===== config.mk =====
export PLATFORM = sky130hd
export DESIGN_NAME = uart_rx
export DESIGN_NICKNAME = d
export VERILOG_FILES = /design/src/rtl/uart_rx.sv
export SDC_FILE = /design/constraint.sdc
export NUM_CORES = 1
export LEC_CHECK = 0
export ABC_AREA = 1
export BUFFER_PORTS_ARGS = -buffer_cell sky130_fd_sc_hd__buf_2
export CAP_MARGIN = 20
export CORE_MARGIN = 2
export CORE_UTILIZATION = 50
export CTS_CLUSTER_DIAMETER = 120
export DETAILED_ROUTE_END_ITERATION = 12
export PLACE_DENSITY = 0.68
export SETUP_SLACK_MARGIN = 0.3
export SLEW_MARGIN = 5
export SYNTH_ARGS = -nofsm -noshare
export SYNTH_HDL_FRONTEND = slang
export SYNTH_SLANG_ARGS = --single-unit

===== constraint.sdc =====
create_clock -name clk -period 2.4 [get_ports clk]
set_input_delay 0.12 -clock clk [delete_from_list [all_inputs] [get_ports clk]]
set_output_delay 0.12 -clock clk [all_outputs]
set_load 0.02 [all_outputs]

===== src/rtl/uart_rx.sv =====
// UART receiver: 2-flop input synchroniser, start/data/parity/stop deframing,
// one-entry valid/ready holding register and registered active-low RTS.
module uart_rx #(
   parameter int unsigned CLK_HZ          = 12_000_000,
   parameter int unsigned BAUD_RATE_BPS   = 9600,
   parameter int unsigned BAUD_RATE_COUNT = CLK_HZ / BAUD_RATE_BPS,
   parameter int unsigned UART_DATA_BITS  = 8,
   parameter int unsigned PARITY_BITS     = 0,
   parameter int unsigned STOP_BITS       = 1
) (
   input  logic                      clk,
   input  logic                      reset,
   input  logic                      uart0_rxd,
   output logic                      uart0_rts,
   output logic [UART_DATA_BITS-1:0] rx_data,
   output logic                      rx_valid,
   input  logic                      rx_ready,
   output logic                      frame_err,
   output logic                      parity_err,
   output logic                      overrun
);

   localparam int unsigned HALF = BAUD_RATE_COUNT / 2;
   localparam int unsigned CW   = $clog2(BAUD_RATE_COUNT);
   localparam int unsigned IW   = $clog2(UART_DATA_BITS);

   typedef enum logic [2:0] {
      S_IDLE, S_START, S_DATA, S_PARITY, S_STOP, S_WAIT_HIGH
   } state_e;

   state_e                    state_q, state_d;
   logic                      sync1_q, sync2_q;
   logic [CW-1:0]             cnt_q, cnt_d;
   logic [IW-1:0]             idx_q, idx_d;
   logic [UART_DATA_BITS-1:0] shift_q, shift_d;
   logic                      perr_q, perr_d;
   logic                      ferr_q, ferr_d;
   logic                      resolve_q, resolve_d;
   logic [UART_DATA_BITS-1:0] rx_data_q, rx_data_d;
   logic                      rx_valid_q, rx_valid_d;
   logic                      rts_q;
   logic                      frame_err_q, frame_err_d;
   logic                      parity_err_q, parity_err_d;
   logic                      overrun_q, overrun_d;
   logic                      rxs;
   logic                      handshake;

   assign rxs       = sync2_q;
   assign handshake = rx_valid_q && rx_ready;

   // Deframing FSM; data shifts in from the MSB so the first line bit ends at bit 0.
   always_comb begin
      state_d   = state_q;
      cnt_d     = (cnt_q != '0) ? cnt_q - 1'b1 : cnt_q;
      idx_d     = idx_q;
      shift_d   = shift_q;
      perr_d    = perr_q;
      ferr_d    = ferr_q;
      resolve_d = 1'b0;
      case (state_q)
         S_IDLE: begin
            if (!rxs) begin
               state_d = S_START;
               cnt_d   = CW'(HALF - 1);
            end
         end
         S_START: begin
            if (cnt_q == '0) begin
               if (rxs) begin
                  state_d = S_IDLE;
               end else begin
                  state_d = S_DATA;
                  cnt_d   = CW'(BAUD_RATE_COUNT - 1);
                  idx_d   = '0;
                  perr_d  = 1'b0;
                  ferr_d  = 1'b0;
               end
            end
         end
         S_DATA: begin
            if (cnt_q == '0) begin
               shift_d = {rxs, shift_q[UART_DATA_BITS-1:1]};
               cnt_d   = CW'(BAUD_RATE_COUNT - 1);
               if (idx_q == IW'(UART_DATA_BITS - 1)) begin
                  idx_d   = '0;
                  state_d = (PARITY_BITS != 0) ? S_PARITY : S_STOP;
               end else begin
                  idx_d = idx_q + 1'b1;
               end
            end
         end
         S_PARITY: begin
            if (cnt_q == '0) begin
               perr_d  = rxs ^ (^shift_q);
               cnt_d   = CW'(BAUD_RATE_COUNT - 1);
               state_d = S_STOP;
            end
         end
         S_STOP: begin
            if (cnt_q == '0) begin
               ferr_d = ferr_q | ~rxs;
               if (idx_q == IW'(STOP_BITS - 1)) begin
                  resolve_d = 1'b1;
                  state_d   = ferr_d ? S_WAIT_HIGH : S_IDLE;
               end else begin
                  idx_d = idx_q + 1'b1;
                  cnt_d = CW'(BAUD_RATE_COUNT - 1);
               end
            end
         end
         S_WAIT_HIGH: begin
            if (rxs) state_d = S_IDLE;
         end
         default: state_d = S_IDLE;
      endcase
   end

   // Frame resolution and holding register; a same-cycle handshake frees the slot.
   always_comb begin
      rx_data_d    = rx_data_q;
      rx_valid_d   = rx_valid_q;
      frame_err_d  = 1'b0;
      parity_err_d = 1'b0;
      overrun_d    = 1'b0;
      if (handshake) rx_valid_d = 1'b0;
      if (resolve_q) begin
         if (ferr_q) begin
            frame_err_d = 1'b1;
         end else if (perr_q) begin
            parity_err_d = 1'b1;
         end else if (!rx_valid_q || handshake) begin
            rx_data_d  = shift_q;
            rx_valid_d = 1'b1;
         end else begin
            overrun_d = 1'b1;
         end
      end
   end

   always_ff @(posedge clk) begin
      if (reset) begin
         sync1_q      <= 1'b1;
         sync2_q      <= 1'b1;
         state_q      <= S_IDLE;
         cnt_q        <= '0;
         idx_q        <= '0;
         shift_q      <= '0;
         perr_q       <= 1'b0;
         ferr_q       <= 1'b0;
         resolve_q    <= 1'b0;
         rx_data_q    <= '0;
         rx_valid_q   <= 1'b0;
         rts_q        <= 1'b1;
         frame_err_q  <= 1'b0;
         parity_err_q <= 1'b0;
         overrun_q    <= 1'b0;
      end else begin
         sync1_q      <= uart0_rxd;
         sync2_q      <= sync1_q;
         state_q      <= state_d;
         cnt_q        <= cnt_d;
         idx_q        <= idx_d;
         shift_q      <= shift_d;
         perr_q       <= perr_d;
         ferr_q       <= ferr_d;
         resolve_q    <= resolve_d;
         rx_data_q    <= rx_data_d;
         rx_valid_q   <= rx_valid_d;
         rts_q        <= rx_valid_q;
         frame_err_q  <= frame_err_d;
         parity_err_q <= parity_err_d;
         overrun_q    <= overrun_d;
      end
   end

   assign uart0_rts  = rts_q;
   assign rx_data    = rx_data_q;
   assign rx_valid   = rx_valid_q;
   assign frame_err  = frame_err_q;
   assign parity_err = parity_err_q;
   assign overrun    = overrun_q;

endmodule


==> metrics.md <==
| Metric | Value |
|---|---|
| Slew Viols, Final | 0 |
| DR vias | ~2000 |
| Critical Path Sink Type | flip-flop |
| Post-synth top cells | nand2_1 (76), inv_1 (53), nor2_1 (50) |
| Row Count | 24 |
| DR top layer | met4 |
| Worst setup path startpoint | cnt_q[0] |
| Top post-synthesis cells by area | dfxtp_1 (37%), nand2_1 (12%), inv_1 (8.6%) |
| Fin. Hold Viols | 0 |
| Final setup fails | 0 |
| Clock network power share | 0.202 |
| Initial DRC count | 132 |
| Worst Path Required | 2570 ps |
| Achievable Freq | between 500 and 600 MHz |
| Gpl congestion | between 0.8 and 0.9 |
| Met3 WL | 196 µm |
| Routed met2 length | 2160 µm |
| PortBufs | 16 |
| WL met1 | 2240 µm |
| Startpoint types | flip-flop |
| Sw Share | 0.442 |
| Max Clock Skew | 3.94 ps |
| Final #Nets | roughly 370 |
| Via-to-Cell Ratio | 4.98 |
| Max clock buf depth | 2 |
| Tmin final | around 1900 ps |
| Synth Cell Area | ~2300 µm² |
| Measured slew at the worst slew-check pin | just under 700 ps |
| Syn-to-layout area delta | 10.6% |
| HPWL after DPL | roughly 3300 µm |
| Critical Path Fanout Max | 7 |
| Hold_ws | approximately 97 ps |
| Vias in the first global route | 1871 |
| Final period util | 0.776 |
| Ant. Diodes | 0 |
| Post-synth net total | 349 |
| Status | finished clean |
| Residual DRC count | 0 |
| Wire length per cell | 11.3 µm |
| Clock sinks | 43 |
| TritonCTS clock tree | built |
| RSZ-0062 raised after global routing | false |
| Post-route ant nets | 0 |
| Critical Path AT | 2030 ps |
| Post-synth top area cell | dfxtp_1 |
| Final TNS setup | 0 ps |
| Gate Count Post-Synth | 339 |
| Total track usage | 0.199 |
| I/O pins | 17 |
| First-pass GRT wire length | between 8000 and 9000 µm |
| Worst Hold Class | primary input to flip-flop |
| Async SR Flop Fraction | 0 |
| Sw Pwr | 1460 µW |
| DRT Wirelength | 4620 µm |
| HP Start | rx_ready |
| Core ar. | 4410 µm² |
| Total congestion overflow | 0 |
| Top-count cell post-synth | nand2_1 |
| P per Cell Area | 1280 nW/µm² |
| Initial antenna violation count | 0 |
| Seq/Total Area, Yosys | 0.371 |
| Total die area | between 5000 and 6000 µm² |
| LEAKAGE | around 0.0013 µW |
| CTS H-tree lvls | 2 |
| Cts bufs inserted | 5 |
| Pre-antenna DRT Iters | 4 |
| Initial Util | 0.526 |
| Max-cap violations | 0 |
| Peak supply drop | 0.588 mV |
| Avg Cell Area, Syn | 6.85 µm² |
| Yosys cell types | 30 |
| Share of layout cells above drive strength 1 | 0.148 |
| EDFF count, synth | 0 |
| Die Height | ~72 µm |
| Max_slew headroom | 0.536 |
| Int Pwr | between 1500 and 2000 µW |
| Clk_lat worst skew | ~290 ps |
| Top_reg_cell synth | dfxtp_1 |
| Yosys Warn Count | 0 |
| Die X | between 70 and 80 µm |
| Logic pwr share | 0.493 |
| Sequential share of power | 0.305 |
| Reg-to-reg critical path startpoint | cnt_q[0] |
| Yosys top cell area share | 0.371 |
| Root Buffer | clkbuf_8 |
| WS Path Type | flip-flop to flip-flop |
| Worst-path clk slew | 80 ps |
| #FFs+latches synth | 43 |
| Largest net degree at the start of global routing | 23 |
[layer usage]
metal,track usage,vias up
met2,0.344,40
met4,0.0566,0
met1,0.259,900
met5,0,-
met3,0.0292,4
li1,-,1093
[path summary, 6_finish.rpt]
check	end	slack, ps	cells after the start
setup / recovery	cnt_q[0]	540	12
hold / removal	overrun	100	3
setup reg to reg	cnt_q[0]	540	12
hold reg to reg	rxs	410	1
[repair_timing]
| item | CTS | global route |
|---|---|---|
| hold buffers | 1 | 0 |
| hold endpoints to repair | 1 | 0 |
| endpoints found under the setup margin | 0 | 1 |
| setup buffers | 0 | 0 |
| resized for setup | 0 | 0 |
[state kept, by name, indices dropped and copies added, names as in the netlist, 3 cells and up]
signal,count
cnt_q,11
idx_q,3
rx_data,8
shift_q,8
state_q,3
[critical path, stage by stage, from the launching register on]
cell and delay [ps]:
dfxtp_1 320, inv_1 110, ha_1 200, inv_1 50, nor2_1 110, nand2_2 90
nor2_4 170, inv_2 60, ha_1 280, a21oi_1 140, nand2_1 60, nor2_1 100
nor2_1 50
[layout by cell type, fill, tap and decap left out, drive strengths merged, types with 4 or more instances in the layout]
cell type	netlist	final
a211oi	8	8
nor2	55	55
clkbuf	3	6
a21oi	20	20
inv	56	56
o21ai	16	16
nand3	25	25
xor2	4	4
buf	5	17
nand2	81	81
ha	6	6
dfxtp	43	43
[cell type report]
| cell class | instances | area (µm²) |
|---|---|---|
| multi-input combinational | 232 | 1200 |
| sequential | 43 | 861 |
| timing repair buffer | 18 | 97.6 |
| fill | 432 | 1850 |
| clock buffer | 6 | 72.6 |
| clock inverter | 2 | 60.1 |
| tap | 52 | 65.1 |
| inverter | 56 | 210 |
[power groups by stage]
stage               Combinational [µW]  Sequential [µW]  Clock, µW
floorplan                         1330              994          0
global placement                  1590             1020          0
detailed placement                1620             1020          0
CTS                               1630             1000        683
global route                      1900             1030        708
finish                            1630             1000        666
[logic make-up (layout without fill, tap and decap cells)]
kind of cell / Yosys count / after routing / synth area share
simple gates: 172 / 172 / 0.327
flops: 43 / 43 / 0.371
buf+inv: 64 / 82 / 0.112
fa+ha+maj: 6 / 6 / 0.0323
compound gates: 47 / 47 / 0.132
xor+xnor: 7 / 7 / 0.0264
[metrics by stage]
step            util  worst slack [ps]  instances  total power (µW)  instance area [µm²]
2_1_floorplan      -               564        339              2330                 2320
6_report       0.582               538        409              3300                 2570
3_3_place_gp   0.549               574        400              2600                 2420
3_5_place_dp   0.549               514        400              2640                 2420
4_1_cts        0.582               501        409              3310                 2570
5_1_grt        0.582               313        409              3640                 2570
Power figures use the tool's default switching activity.
